<file path="src/rtl/hex_display_scheduler.sv">
// rtl/hex_display_scheduler.sv - round-robin sharing of the six-digit HEX bank between two requesters
// A granted value owns the display for DWELL cycles, then the bank is re-arbitrated.

module hex_digit_decoder (
  input  logic [3:0] digit,
  input  logic       blank,
  output logic [6:0] seg
);

  // Active-low segments, gfedcba order.
  always_comb begin
    seg = 7'b1111111;
    if (!blank) begin
      case (digit)
        4'h0: seg = 7'b1000000;
        4'h1: seg = 7'b1111001;
        4'h2: seg = 7'b0100100;
        4'h3: seg = 7'b0110000;
        4'h4: seg = 7'b0011001;
        4'h5: seg = 7'b0010010;
        4'h6: seg = 7'b0000010;
        4'h7: seg = 7'b1111000;
        4'h8: seg = 7'b0000000;
        4'h9: seg = 7'b0010000;
        4'hA: seg = 7'b0001000;
        4'hB: seg = 7'b0000011;
        4'hC: seg = 7'b1000110;
        4'hD: seg = 7'b0100001;
        4'hE: seg = 7'b0000110;
        4'hF: seg = 7'b0001110;
        default: seg = 7'b1111111;
      endcase
    end
  end

endmodule

module hex_display_scheduler #(
  parameter int DWELL = 50_000_000,
  parameter int CNT_W = $clog2(DWELL + 1)
) (
  input  logic        clk,
  input  logic        reset,
  input  logic [1:0]  req,
  input  logic [23:0] data0,
  input  logic [23:0] data1,
  input  logic        lead_blank,
  output logic [1:0]  ack,
  output logic        busy,
  output logic        owner,
  output logic [6:0]  HEX0,
  output logic [6:0]  HEX1,
  output logic [6:0]  HEX2,
  output logic [6:0]  HEX3,
  output logic [6:0]  HEX4,
  output logic [6:0]  HEX5
);

  typedef enum logic {
    IDLE = 1'b0,
    SHOW = 1'b1
  } state_t;

  state_t             state_q, state_d;
  logic [CNT_W-1:0]   count_q, count_d;
  logic [23:0]        disp_q, disp_d;
  logic               blank_q, blank_d;
  logic               valid_q, valid_d;
  logic               owner_q, owner_d;
  logic               last_q, last_d;
  logic [1:0]         ack_q, ack_d;
  logic               grant;
  logic               win;

  always_ff @(posedge clk) begin
    if (!reset) begin
      state_q <= IDLE;
      count_q <= '0;
      disp_q  <= '0;
      blank_q <= 1'b0;
      valid_q <= 1'b0;
      owner_q <= 1'b0;
      last_q  <= 1'b1;
      ack_q   <= 2'b00;
    end else begin
      state_q <= state_d;
      count_q <= count_d;
      disp_q  <= disp_d;
      blank_q <= blank_d;
      valid_q <= valid_d;
      owner_q <= owner_d;
      last_q  <= last_d;
      ack_q   <= ack_d;
    end
  end

  always_comb begin
    state_d = state_q;
    count_d = count_q;
    disp_d  = disp_q;
    blank_d = blank_q;
    valid_d = valid_q;
    owner_d = owner_q;
    last_d  = last_q;
    ack_d   = 2'b00;
    grant   = 1'b0;
    // A lone requester wins outright; a tie goes to whoever did not win last.
    win     = (req == 2'b11) ? ~last_q : req[1];

    if ((state_q == IDLE || count_q == '0) && req != 2'b00) begin
      grant = 1'b1;
    end

    if (grant) begin
      disp_d  = win ? data1 : data0;
      blank_d = lead_blank;
      valid_d = 1'b1;
      owner_d = win;
      last_d  = win;
      ack_d   = win ? 2'b10 : 2'b01;
      count_d = CNT_W'(DWELL - 1);
      state_d = SHOW;
    end else if (state_q == SHOW) begin
      if (count_q != '0) begin
        count_d = count_q - CNT_W'(1);
      end else begin
        state_d = IDLE;
      end
    end
  end

  assign ack   = ack_q;
  assign busy  = (state_q == SHOW);
  assign owner = owner_q;

  // lz[k] is set when digit k and every digit above it are zero; HEX0 is always shown.
  logic [5:0] lz;
  logic [5:0] dig_blank;

  always_comb begin
    lz    = 6'b000000;
    lz[5] = blank_q && (disp_q[23:20] == 4'h0);
    for (int k = 4; k >= 1; k--) begin
      lz[k] = lz[k+1] && (disp_q[4*k +: 4] == 4'h0);
    end
    lz[0] = 1'b0;
    dig_blank = lz | {6{~valid_q}};
  end

  logic [6:0] seg [6];

  for (genvar k = 0; k < 6; k++) begin : g_dec
    hex_digit_decoder u_dec (
      .digit (disp_q[4*k +: 4]),
      .blank (dig_blank[k]),
      .seg   (seg[k])
    );
  end

  assign HEX0 = seg[0];
  assign HEX1 = seg[1];
  assign HEX2 = seg[2];
  assign HEX3 = seg[3];
  assign HEX4 = seg[4];
  assign HEX5 = seg[5];

endmodule

</file>
<file path="config.mk">
export PLATFORM = sky130hd
export DESIGN_NAME = hex_display_scheduler
export DESIGN_NICKNAME = d
export VERILOG_FILES = /design/src/rtl/hex_display_scheduler.sv
export SDC_FILE = /design/constraint.sdc
export NUM_CORES = 1
export LEC_CHECK = 0
export ABC_AREA = 1
export CORE_UTILIZATION = 23
export DETAILED_ROUTE_END_ITERATION = 8
export DONT_BUFFER_PORTS = 1
export GPL_ROUTABILITY_DRIVEN = 0
export GPL_TIMING_DRIVEN = 0
export PLACE_DENSITY = 0.48
export SLEW_MARGIN = 20
export SYNTH_ARGS = -nofsm -noshare
export SYNTH_HDL_FRONTEND = slang
export SYNTH_SLANG_ARGS = --single-unit
</file>
<file path="constraint.sdc">
create_clock -name clk -period 2.9 [get_ports clk]
set_clock_uncertainty 0.2 [all_clocks]
set_input_delay 0.29 -clock clk [delete_from_list [all_inputs] [get_ports clk]]
set_output_delay 0.29 -clock clk [all_outputs]
set_load 0.05 [all_outputs]
</file>
==> results of run 1 <==
[power by group through the flow]
| stage | Sequential (W) | Clock, W | Combinational [W] |
|---|---|---|---|
| floorplan | 0.00158 | 0 | 0.000859 |
| global placement | 0.00160 | 0 | 0.00107 |
| detailed placement | 0.00160 | 0 | 0.00107 |
| CTS | 0.00157 | 0.00126 | 0.00107 |
| global route | 0.00158 | 0.00134 | 0.00122 |
| finish | 0.00157 | 0.00124 | 0.00109 |
[metal layers]
| metal | vias up | track usage, % |
|---|---|---|
| met4 | 0 | 4.629 |
| met1 | 2475 | 20.06 |
| li1 | 2855 | - |
| met3 | 24 | 2.612 |
| met5 | - | 0 |
| met2 | 125 | 21.52 |
[path summary, 6_finish.rpt]
| check | slack, ns | startpoint | depth (start not counted) | to |
|---|---|---|---|---|
| min | 0.03 | req[1] | 4 | busy |
| max | 0.20 | last_q | 13 | register |
| min reg2reg | 0.30 | last_q | 2 | last_q |
| max reg2reg | 0.20 | last_q | 13 | register |
[cells by family after synthesis]
| group | after synthesis | share of synthesized area, % |
|---|---|---|
| fa+ha+maj | 37 | 7.605 |
| mux | 6 | 0.9867 |
| compound gates | 52 | 4.625 |
| simple gates | 581 | 44.83 |
| flops | 99 | 32.56 |
| xor+xnor | 4 | 0.5756 |
| buf+inv | 116 | 8.818 |
[timing repair]
item / in CTS / in global routing
gates resized for setup: 1 / 23
setup endpoints to repair: 27 / 27
hold buffers: 1 / 0
endpoints found under the hold margin: 1 / 0
[critical path: cells and delay by family (launching register included)]
kind | cells | cell delay (ns)
DFF | 1 | 0.31
adders and majority gates | 1 | 0.35
and+or+nand+nor | 11 | 1.12
buffers and inverters | 1 | 0.63
[per-stage QoR]
step | setup TNS (ns) | util [%] | hold WS, ns | worst slack [ns]
global placement | -7.207 | 25.04 | 0.2308 | -0.4487
global route | 0 | 26.55 | 0.05047 | 0.01742
floorplan | 0 | - | 0.2291 | 0.5611
CTS | -0.7013 | 26.21 | 0.02352 | -0.1195
finish | 0 | 26.55 | 0.02510 | 0.1952
detailed placement | -0.8155 | 25.04 | 0.2345 | -0.1055
[area by class of cell]
type | instances | area (µm²) | share of cell area [%]
Multi-Input combinational cell | 680 | 3656 | 53.00
Sequential cell | 99 | 1982 | 28.73
Tap cell | 335 | 419.2 | 6.077
Inverter | 91 | 341.6 | 4.952
Clock buffer | 10 | 229.0 | 3.319
Buffer | 24 | 195.2 | 2.830
Clock inverter | 6 | 65.06 | 0.9432
Timing Repair Buffer | 1 | 10.01 | 0.1451
[cell usage after synthesis]
| library cell | n | area [µm²] |
|---|---|---|
| a22o_1 | 1 | 8.760 |
| clkbuf_1 | 3 | 11.26 |
| nand3_2 | 7 | 70.07 |
| nor4_1 | 6 | 37.54 |
| a211oi_1 | 1 | 7.510 |
| nand3b_1 | 5 | 37.54 |
| nor3b_1 | 1 | 7.510 |
| buf_12 | 2 | 40.04 |
| nand2_2 | 29 | 181.4 |
| o21ai_0 | 22 | 110.1 |
| mux2i_1 | 6 | 60.06 |
| nor2_4 | 1 | 11.26 |
| o211a_1 | 1 | 10.01 |
| xor2_1 | 3 | 26.28 |
| and2_1 | 1 | 6.260 |
| buf_2 | 10 | 50.05 |
| xnor2_1 | 1 | 8.760 |
| buf_1 | 2 | 7.510 |
| and3_1 | 1 | 6.260 |
| nand2_4 | 3 | 33.78 |
| or2_2 | 38 | 237.7 |
| buf_4 | 2 | 15.01 |
| ha_1 | 37 | 462.9 |
| buf_8 | 1 | 15.01 |
| a21oi_1 | 13 | 65.06 |
| a31oi_1 | 6 | 37.54 |
| dfxtp_1 | 99 | 1982 |
| nor2_2 | 4 | 25.02 |
| o21bai_1 | 1 | 7.510 |
| o21ai_1 | 7 | 35.03 |
| clkinv_1 | 2 | 7.510 |
| nand3_1 | 95 | 475.5 |
| buf_6 | 5 | 56.30 |
| inv_2 | 7 | 26.28 |
| nand4_1 | 11 | 68.82 |
| inv_1 | 82 | 307.8 |
| nor2_1 | 53 | 198.9 |
| nand4_4 | 6 | 127.6 |
| nor3_1 | 2 | 10.01 |
| nand2_1 | 318 | 1194 |
==> reports/qor.yml, run 1 <==
cp_slowest_cell: "inv_1"
drv_cap: 0
cp_cell_sequence: "nand2_1 > nand2_1 > inv_1 > nand2_1 > nand2_1 > nand3_1 > nand2_1 > nand2_1 > ha_1 > nand2_1 > nand2_1 > nand2_1 > nand2_1"
maxUsedRoutingLayer: "met4"
switching_share_pct: 37.01
hold_viol: 0
clockBufferDepth: 2
syn2layout_area_growth_pct: 13.32
placement.io_buffers: 0
num_rows: 59
worst_pin_slew_ns: 0.7036
postCtsSetupRepairBufs: 0
antenna_found_initial: 0
initial_core_util_pct: 23.43
finalCritPeriodShare_pct: 93.27
mostFrequentLayoutCell: "nand2_1"
cpMostUsedCell: "nand2_1"
worstPathArrival_ns: 2.76
yosysWarnings: 0
grt_pass1_wl_um: 29180
hp-class: "in2reg"
fin_area_um2: 6898
ir_worst_vdd_mv: 0.3836
h-tree-depth: 3
max_freq_ghz: 0.3697
placed_cell_area_um2: 6507
core_area_um2: 25980
status: "complete, but fails checks"
chipHeight_um: 164.7
vias: 5479
syn_area_per_cell_um2: 6.801
power_density_nw_per_um2: 564.6
clk_pin_slew_ns: 0.07
critPathMaxFanout: 13
grt_pass1_vias: 5214
syn_inst: 895
setup_viol: 0
clock_latency_ns: 0.36
n_fill_cell: 2921
grt_max_degree: 17
cp-end-kind: "register"
critPathLaunchType: "register"
finalPower_w: 0.003895
pwr-share-seq_pct: 40.3
cts_buffers: 9
yosysUniqueCellTypes: 40
dieArea_um2: 27120
clockRootBuffer: "clkbuf_16"
slew_headroom_pct: 52.60
gr-total-overflow: 0
dpl.cell_count: 1230
ios: 99
p_leak_nw: 3.470
wl_met1_um: 9085
drt-total-wl_um: 18290
final_cells: 1246
syn_area_um2: 6087
critPathKind: "reg2reg"
dr_wl_met3_um: 816
drc: 1
antenna_left: 0
diodes: 0
syn_nets: 985
met2_wirelength_um: 7940
wl_per_cell_um: 14.68
nets: 996
final_cell_mix: "310 x nand2_1, 99 x dfxtp_1, 94 x nand3_1, 82 x inv_1, 53 x nor2_1"
cts.sinks: 99
violations: "DRC"
crit_path_max_incr_delay_ns: 0.63
combPwrFrac_pct: 28.0
worstPathRequired_ns: 2.96
drt-initial-drc-count: 308
switching_power_w: 0.001441
rsz0062_at_grt: "false"
first_pass_iters: 9
die_w_um: 164.7
synth-seq-cells: 99
cts_tree: "built"
internal-power_w: 0.002453
finalCriticalPeriod_ns: 2.705
dp_hpwl_um: 14010
ys_seq_area_share_pct: 32.56
layout-drive-gt1-share_pct: 15.81
pwr-share-clk_pct: 31.8
slew_violations: 0
grt_use_total_pct: 14.20
vias_per_cell: 4.397
Power figures use the tool's default switching activity.
==> inputs of run 2 (changes only) <==
--- a/config.mk
+++ b/config.mk
@@ -15,4 +15,5 @@
 export SLEW_MARGIN = 20
 export SYNTH_ARGS = -nofsm -noshare
 export SYNTH_HDL_FRONTEND = slang
+export SYNTH_HIERARCHICAL = 1
 export SYNTH_SLANG_ARGS = --single-unit
==> run 2 against run 1 <==
  * The run now ends clean
  * Largest cell class unchanged
  * Global-route usage is 0.70 points lower
  * Clock-buffer cell count is 1 higher
  * Synthesized area is 20% lower
  * Critical path depth is 8 lower
  * Hold slack worse by 0.017 ns
  * Final cell count is 13% lower
  * Fmax is 0.24% lower
  * Flip-flop and latch count is 42 lower
  * Routed wire length is 23% lower
  * Worst setup slack worse by 0.0065 ns
==> reports/qor.yml, run 2 <==
finalCriticalPeriod_ns: 2.711  # +0.006501 ns
slew_violations: 0  # unchanged
syn_area_um2: 4881  # -20%
core_area_um2: 20490  # -21%
antenna_found_initial: 0  # unchanged
critPathBufInv: 1  # unchanged
drt-initial-drc-count: 205  # -33%
cts.sinks: 57  # -42%
layout-drive-gt1-share_pct: 10.01  # -5.8 points
synth-seq-cells: 57  # -42%
yosysUniqueCellTypes: 35  # -13%
yosysWarnings: 6  # +6
grt_use_total_pct: 13.50  # -0.70 points
drc: 0  # -1
cts_tree: "built"
synth_area_leaders: "dfxtp_1 23%, nand2_1 22%, nand3_1 12%"
grt_max_degree: 11  # -6
ir_worst_vdd_mv: 0.2947  # -23%
clockBufferDepth: 2  # unchanged
ys_seq_area_share_pct: 23.38  # -9.2 points
synth_top_flop_cell: "dfxtp_1"
worst_pin_slew_ns: 0.7058  # +0.002144 ns
synth_edf_count: 0  # unchanged
dp_hpwl_um: 11030  # -21%
final_cell_mix: "291 x nand2_1, 121 x nand3_1, 67 x inv_1, 57 x dfxtp_1, 54 x nor2_1"
drv_cap: 0  # unchanged
max_freq_ghz: 0.3688  # -0.24%
synth_top_area_share_pct: 23.38  # -9.2 points
clockRootBuffer: "clkbuf_16"
syn2layout_area_growth_pct: 13.48
finalCritPeriodShare_pct: 93.49  # +0.22 points
syn_nets: 888  # -9.8%
hp-class: "in2reg"
drt-total-wl_um: 14110  # -23%
path_delay_family: "simple AND/OR/NAND/NOR gates"
cp_cell_sequence: "nor4_2 > nand4_1 > o21ai_0 > inv_1 > nand3_1"
antenna_left: 0  # unchanged
nets: 900  # -9.6%
async_reset_ff_share_pct: 0  # unchanged
hold_viol: 0  # unchanged
h-tree-depth: 3  # unchanged
worstPathArrival_ns: 2.22  # -0.54 ns
first_pass_iters: 4  # -5
cts_buffers: 9  # unchanged
slew_headroom_pct: 52.95  # +0.35 points
final_cells: 1079  # -13%
critPathLaunchType: "register"
critPathKind: "reg2out"
worstPathRequired_ns: 2.41  # -0.55 ns
syn_area_per_cell_um2: 6.163  # -9.4%
grt_pass1_wl_um: 23620  # -19%
initial_core_util_pct: 23.82  # +0.39 points
p_leak_nw: 2.488  # -28%
setup_viol: 0  # unchanged
largest_reg_flops: 26
mostFrequentLayoutCell: "nand2_1"
clock_latency_ns: 0.33  # -0.03 ns
crit_path_max_incr_delay_ns: 0.46  # -0.17 ns
clk_pin_slew_ns: 0.05  # -0.02 ns
ios: 99  # unchanged
yosysMostFrequentCell: "nand2_1"
cp_slowest_cell: "nand3_1"
critPathMaxFanout: 7  # -6
cp-end-kind: "primary output"
synth_top_area_cell: "dfxtp_1"
vias_per_cell: 4.480  # +1.9%
status: "finished, final reports clean"
gr-total-overflow: 0  # unchanged
dieArea_um2: 21810  # -20%
wl_per_cell_um: 13.08  # -11%
placement.io_buffers: 0  # unchanged
syn_inst: 792  # -12%
rsz0062_at_grt: "true"
largest_register: "count_q"
chipHeight_um: 147.7  # -10%
vias: 4834  # -12%
power_density_nw_per_um2: 520.5  # -7.8%
dpl.cell_count: 1062  # -14%
die_w_um: 147.7  # -10%
ys_top_cells_by_count: "291 x nand2_1, 121 x nand3_1, 67 x inv_1"
num_rows: 52  # -12%
diodes: 0  # unchanged
grt_pass1_vias: 4616  # -11%
finalPower_w: 0.002883  # -26%
run 2: cell types whose count changed in the layout (fill, tap and decap cells not counted), sizes merged, moves of 7 or more:
cell,previous run,this run
nand2,350,303
dfxtp,99,57
or2,38,1
a21oi,13,42
nand3,102,121
inv,90,75
o21ai,29,19
clkbuf,12,21
nand4,17,8
nor2,58,65
run 2: final cells by class:
cell class / instances / area, µm²
plain buffers: 30 / 221.5
clock buffers: 11 / 242.7
clock inverters: 5 / 55.05
fillers: 2349 / 14960
inverters: 77 / 294.0
multi-input cells: 628 / 3237
flip-flops and latches: 57 / 1141
well taps: 270 / 337.8
repair buffers: 1 / 10.01
run 2: tightest hold or removal path, stage by stage:
cell     delay [ns]
nand2_1        0.05
nand2_1        0.04
nand2_1        0.05
a21oi_1        0.05
run 2: kinds of logic after synthesis:
family / share of synthesized area (%)
simple gates: 46.35
fa+ha+maj: 11.02
xor+xnor: 1.436
buf+inv: 10.56
flops: 23.38
compound gates: 7.255
run 2: final timing paths:
check	end	depth (start not counted)	slack, ns	start
worst max-delay path	HEX1[4]	5	0.19	disp_q[20]
worst min-delay path	disp_q[3]	4	0.008	data1[3]
worst max register to register	count_q[9]	6	0.55	busy
worst min register to register	blank_q	2	0.27	blank_q
run 2: what timing repair did:
item	in CTS	in global routing
hold buffers	1	0
buffers inserted	0	0
endpoints found under the hold margin	1	0
gates resized for setup	1	1
setup endpoints to repair	7	7
run 2: metal layers:
layer	up-vias	track usage (%)	share of wire (%)
li1	2550	-	-
met1	2163	17.39	47
met2	102	22.17	46
met3	19	2.994	5.4
met4	0	4.485	2.2
met5	-	0	0
run 2: report_power, final:
part / switching [W] / leakage, nW / internal (W)
Combinational: 0.000675 / 1.88 / 0.000231
Clock: 0.000370 / 0.142 / 0.000684
Sequential: 0.0000821 / 0.470 / 0.000841
Total: 0.00113 / 2.49 / 0.00176
run 2: per-stage QoR:
| stage | util (%) | cell area, µm² | hold slack, ns | TNS (ns) | setup slack, ns |
|---|---|---|---|---|---|
| global placement | 25.46 | 5219 | 0.2155 | 0 | 0.2346 |
| finish | 27.03 | 5539 | 0.008033 | 0 | 0.1887 |
| global route | 27.03 | 5539 | 0.03574 | -0.01145 | -0.006375 |
| CTS | 27.00 | 5533 | 0.003468 | 0 | 0.02244 |
| floorplan | - | 4881 | 0.1931 | 0 | 0.8702 |
| detailed placement | 25.46 | 5219 | 0.2168 | 0 | 0.2446 |
==> variant 1 (settings of run 1) <==
`DWELL`: 50_000_000 -> 12_500_000.
--- a/src/rtl/hex_display_scheduler.sv
+++ b/src/rtl/hex_display_scheduler.sv
@@ -37,5 +37,5 @@
 
 module hex_display_scheduler #(
-  parameter int DWELL = 50_000_000,
+  parameter int DWELL = 12_500_000,
   parameter int CNT_W = $clog2(DWELL + 1)
 ) (
Formal check against the unedited RTL: same outputs for any inputs over 10 cycles, from zero or initial values and one cycle with reset low; that may be too few to reach the edited logic, so the function may still have changed.
==> variant 1 against run 1 <==
Maximum frequency decreased by 0.48%. Combinational power increased by 4%. Area after synthesis increased by 0.41%. Worst setup slack got worse by 0.013 ns. Highest routed layer unchanged. Non-clock buffer count increased by 4. Core utilization increased by 0.39 points. Total power increased by 4.6%. Sequential cell count decreased by 2. Final area increased by 1.7%. Wire length increased by 0.98%. Worst hold slack improved by 0.0087 ns.
==> variant 1: results (changes against run 1) <==
Outcome
  • Status: finished clean

Synth
  • Compound-Gate Fraction of Synth Area: 4.93% (+0.31 points)
  • Post-synth EDFFs: 0 (unchanged)
  • Net Count, Synth: 997 (+1.2%)
  • Commonest cells in the netlist: nand2_1, dfxtp_1, nand3_1
  • Multiplexer share of the synthesized area: 0% (-0.99 points)
  • Adder-cell share of the synthesized area: 7.78% (+0.17 points)
  • Syn Inst Count: 906 (+1.2%)
  • Dominant cells by area after synthesis: dfxtp_1, nand2_1, nand3_1, ha_1, inv_1
  • Syn. warnings: 0 (unchanged)
  • Sequential fraction of the synthesis area: 31.8% (-0.79 points)
  • Yosys cell types: 34 (-15%)
  • XOR/XNOR Fraction of Synth Area: 0.573% (-0.0024 points)
  • Largest family of logic cells by synthesized area: simple AND/OR/NAND/NOR gates

Critical path
  • Arr. time, crit path: 2.23 ns (-0.53 ns)
  • FF-to-FF Start: last_q
  • Crit path from: disp_q[18]
  • Critical path peak fanout: 8 (-5)

Place
  • Hpwl dp: 14000 um (-0.38%)
  • DP Area: 6530 um2 (+0.37%)
  • I/O Buffers: 0 (unchanged)
  • Placed Cells: 1241 (+0.89%)

Cells and area
  • # fillers: 2884 (-1.3%)
  • Diodes inserted: 0 (unchanged)
  • Share of cells above drive strength 1: 15.9% (+0.085 points)

Global route
  • Number of global-route vias before repair: 5283 (+1.3%)
  • Total track usage: 14.2% (-0.027 points)
  • Met3 Usage GRT: 2.81% (+0.20 points)
  • Met2 Use GR: 22.6% (+1.0 points)
  • Met1 global-route usage: 18.7% (-1.3 points)
  • First-pass GRT wire length: 29000 um (-0.57%)
  • Initial antenna violation count: 0 (unchanged)
  • Largest net degree at the start of global routing: 16 (-1)

STA
  • Worst slew margin: 50.6% (-2.0 points)
  • Final hold slack: 0.0338 ns (+0.00869 ns)

Drt
  • Vias: 5552 (+1.3%)
  • Drt pass-1 iters: 5 (-4)
  • Drt wl/cell: 14.7 um (-0.14%)
  • WL met1: 8770 um (-3.5%)
  • Initial DRC count: 359 (+17%)
  • Via density: 4.41 (+0.21%)
  • Met2 routed wirelength: 8360 um (+5.3%)
  • Routed wl met3: 780 um (-4.4%)

Min path
  • Hold/Removal Path Class: in2reg
  • Hold Startpoint: data1[16]

CTS
  • Clock latency at the later pin of the worst-skew pair: 0.36 ns (about the same)
  • H-tree depth: 3 (unchanged)

Pwr
  • Leak pwr: 3.53 nW (+1.7%)
  • Worst IR Drop VDD: 0.000303 V (-21%)
  • Net Switching: 0.00146 W (+1.6%)
[variant 1: layout make-up]
| class | instances | share of cell area (%) |
|---|---|---|
| clock buffers | 11 | 3.32 |
| well taps | 335 | 5.97 |
| clock inverters | 5 | 1.48 |
| flip-flops and latches | 97 | 27.7 |
| inverters | 93 | 4.97 |
| plain buffers | 26 | 2.66 |
| multi-input cells | 690 | 53.5 |
| repair buffers | 3 | 0.428 |
[variant 1: logic make-up (layout without fill, tap and decap cells)]
kind of cell / after synthesis / count (layout)
adders and majority gates: 38 / 38
xor gates and xnor gates: 4 / 4
DFF: 97 / 97
AOI/OAI and AO/OA: 53 / 53
and+or+nand+nor: 595 / 595
buffers and inverters: 119 / 138
[variant 1: stage by stage]
step	utilization (%)	TNS (ns)	setup WS, ns
floorplan	-	0	0.612
finish	26.9	0	0.182
detailed placement	25.1	-0.0419	-0.0294
global placement	25.1	-0.0217	-0.0200
CTS	26.6	0	0.0417
global route	26.9	0	0.0104
[variant 1: worst paths after layout]
check / end / cells past startpoint
hold / removal: disp_q[16] / 4
setup / recovery: HEX1[6] / 7
hold reg to reg: count_q[14] / 2
setup reg to reg: register / 13
[variant 1: worst max-delay path, stage by stage (launching register included)]
cell	delay, ns
dfxtp_1	0.33
nor4_1	0.42
nand3_1	0.21
nor2_1	0.13
nand2_1	0.07
nand2_2	0.21
o21ai_4	0.21
nand2_2	0.29
[variant 1: timing repair]
action | CTS | global route
resized for setup | 10 | 24
endpoints found under the setup margin | 14 | 28
hold buffers | 3 | 0
hold endpoints to repair | 2 | 0
[variant 1: power by group through the flow]
stage	registers [W]	clock network [W]	logic [W]
floorplan	0.00155	0	0.000887
global placement	0.00157	0	0.00110
detailed placement	0.00157	0	0.00110
CTS	0.00154	0.00143	0.00112
global route	0.00156	0.00149	0.00126
finish	0.00154	0.00140	0.00113
==> variant 2 (settings of run 1) <==
Made on the original files. Make the reset (`reset`) asynchronous in one clocked block.
--- a/src/rtl/hex_display_scheduler.sv
+++ b/src/rtl/hex_display_scheduler.sv
@@ -73,5 +73,5 @@
   logic               win;
 
-  always_ff @(posedge clk) begin
+  always_ff @(posedge clk or negedge reset) begin
     if (!reset) begin
       state_q <= IDLE;
Check against the original RTL: differs if reset is asserted again (counterexample within 4 cycles, from zero or initial values and one cycle with reset low); with reset held inactive, the same outputs for 10 cycles.
==> variant 2 against run 1 <==
Core utilization rose by 1.3 points. Sequential cell count fell by 42. Worst setup slack lost 0.080 ns. Final area fell by 18%. Global-route usage shrank 1.2 points. Sequential share of layout area shrank 3.6 points. Wire length decreased by 25%. Cell count shrank 16%. Area after synthesis fell by 20%. Critical path type is now reg2out. Highest routed layer unchanged.
Power is not compared: it rests on default switching activity, and its combinational part moved more than twofold at a synthesized area within 25%.
==> variant 2: results (changes against run 1) <==
Cells and area
  • # fillers: 2299 (-21%)
  • Share of cells above drive strength 1: 9.35% (-6.5 points)
  • Fin nets: 863 (-13%)
  • Max FFs per register: 26

Global route
  • Total track usage: 13.0% (-1.2 points)
  • Largest net degree at the start of global routing: 58 (+41)
  • Met1 global-route usage: 17.1% (-3.0 points)
  • Met2 Use GR: 21.2% (-0.30 points)
  • First-pass GRT wire length: 22500 um (-23%)
  • Met3 Usage GRT: 3.35% (+0.74 points)
  • Number of global-route vias before repair: 4380 (-16%)

Outcome
  • Status: finished clean

Critical path
  • Critical path peak fanout: 6 (-7)
  • Worst R2R Path Depth: 9 (-4)
  • Crit-path leading delay family: simple AND/OR/NAND/NOR gates
  • R2r setup slk: 0.27 ns (+0.07 ns)
  • Arr. time, crit path: 2.29 ns (-0.47 ns)
  • Worst path max stage delay: 0.39 ns (-0.24 ns)
  • Crit path from: disp_q[20]
  • Slowest cell on crit path: dfrtp_1
  • FF-to-FF Start: last_q

STA
  • Least-Margin Pin Slew: 1.09 ns (+0.390 ns)
  • Final hold slack: 0.0104 ns (-0.0147 ns)
  • Fin worst setup slack: 0.116 ns (-0.0797 ns)

Synth
  • Mapped Avg Cell Area: 6.41 um2 (-5.7%)
  • Dominant cells by area after synthesis: dfrtp_1, nand2_1, ha_1, nand3_1, inv_1
  • Commonest cells in the netlist: nand2_1, nand3_1, inv_1
  • Net Count, Synth: 843 (-14%)
  • Ys async rst share: 100% (+100 points)

Drt
  • Routed wl met3: 715 um (-12%)
  • Vias: 4735 (-14%)
  • Met2 routed wirelength: 6310 um (-20%)
  • Drt total wl: 13800 um (-25%)
  • Via density: 4.51 (+2.5%)
  • Detailed-route DRC error count: 0 (-1)
  • Initial DRC count: 213 (-31%)
  • WL met1: 6510 um (-28%)

CTS
  • CTS resizes: 6 (+5)
  • CTS clk-pin slew, worst paths: 0.05 ns (-0.02 ns)
  • Clock latency at the later pin of the worst-skew pair: 0.33 ns (-0.03 ns)
  • Post-CTS setup buffer count: 3 (+3)

Min path
  • Hold worst-path end: disp_q[20]
  • Hold/Removal Path Class: in2reg
  • Hold Startpoint: data1[20]

Pwr
  • P_clk: 0.00123 W
  • Seq pwr share: 37.7%

Place
  • DP Area: 5210 um2 (-20%)
  • Placed Cells: 1026 (-17%)
  • Pre-CTS setup slack: 0.235 ns (+0.340 ns)
  • Hpwl dp: 10600 um (-24%)
==> variant 2: cell count changes in the layout (fill, tap and decap cells not counted), sizes merged, moves of 9 or more <==
cell / before / now
o21ai: 29 / 38
dfrtp: 0 / 56
clkbuf: 12 / 24
nand2: 350 / 284
or2: 38 / 0
nor2: 58 / 72
nand3: 102 / 86
dfxtp: 99 / 0
==> variant 2: kinds of logic (layout without fill, tap and decap cells) <==
kind of cell / Yosys count / in the layout / synth area share (%)
simple gates: 465 / 465 / 41.0
buf+inv: 115 / 140 / 10.2
compound gates: 79 / 79 / 9.52
flops: 57 / 57 / 29.4
fa+ha+maj: 34 / 34 / 8.77
xor+xnor: 6 / 6 / 1.08
==> variant 2: area by class of cell <==
class                           count  area, um2  share of cell area (%)
Inverter                           86        323                    5.68
Multi-Input combinational cell    584       2980                    52.4
Clock buffer                       10        239                    4.20
Clock inverter                      6        105                    1.85
Tap cell                          270        338                    5.94
Sequential cell                    57       1430                    25.1
Buffer                             29        173                    3.04
Timing Repair Buffer                9       97.6                    1.72
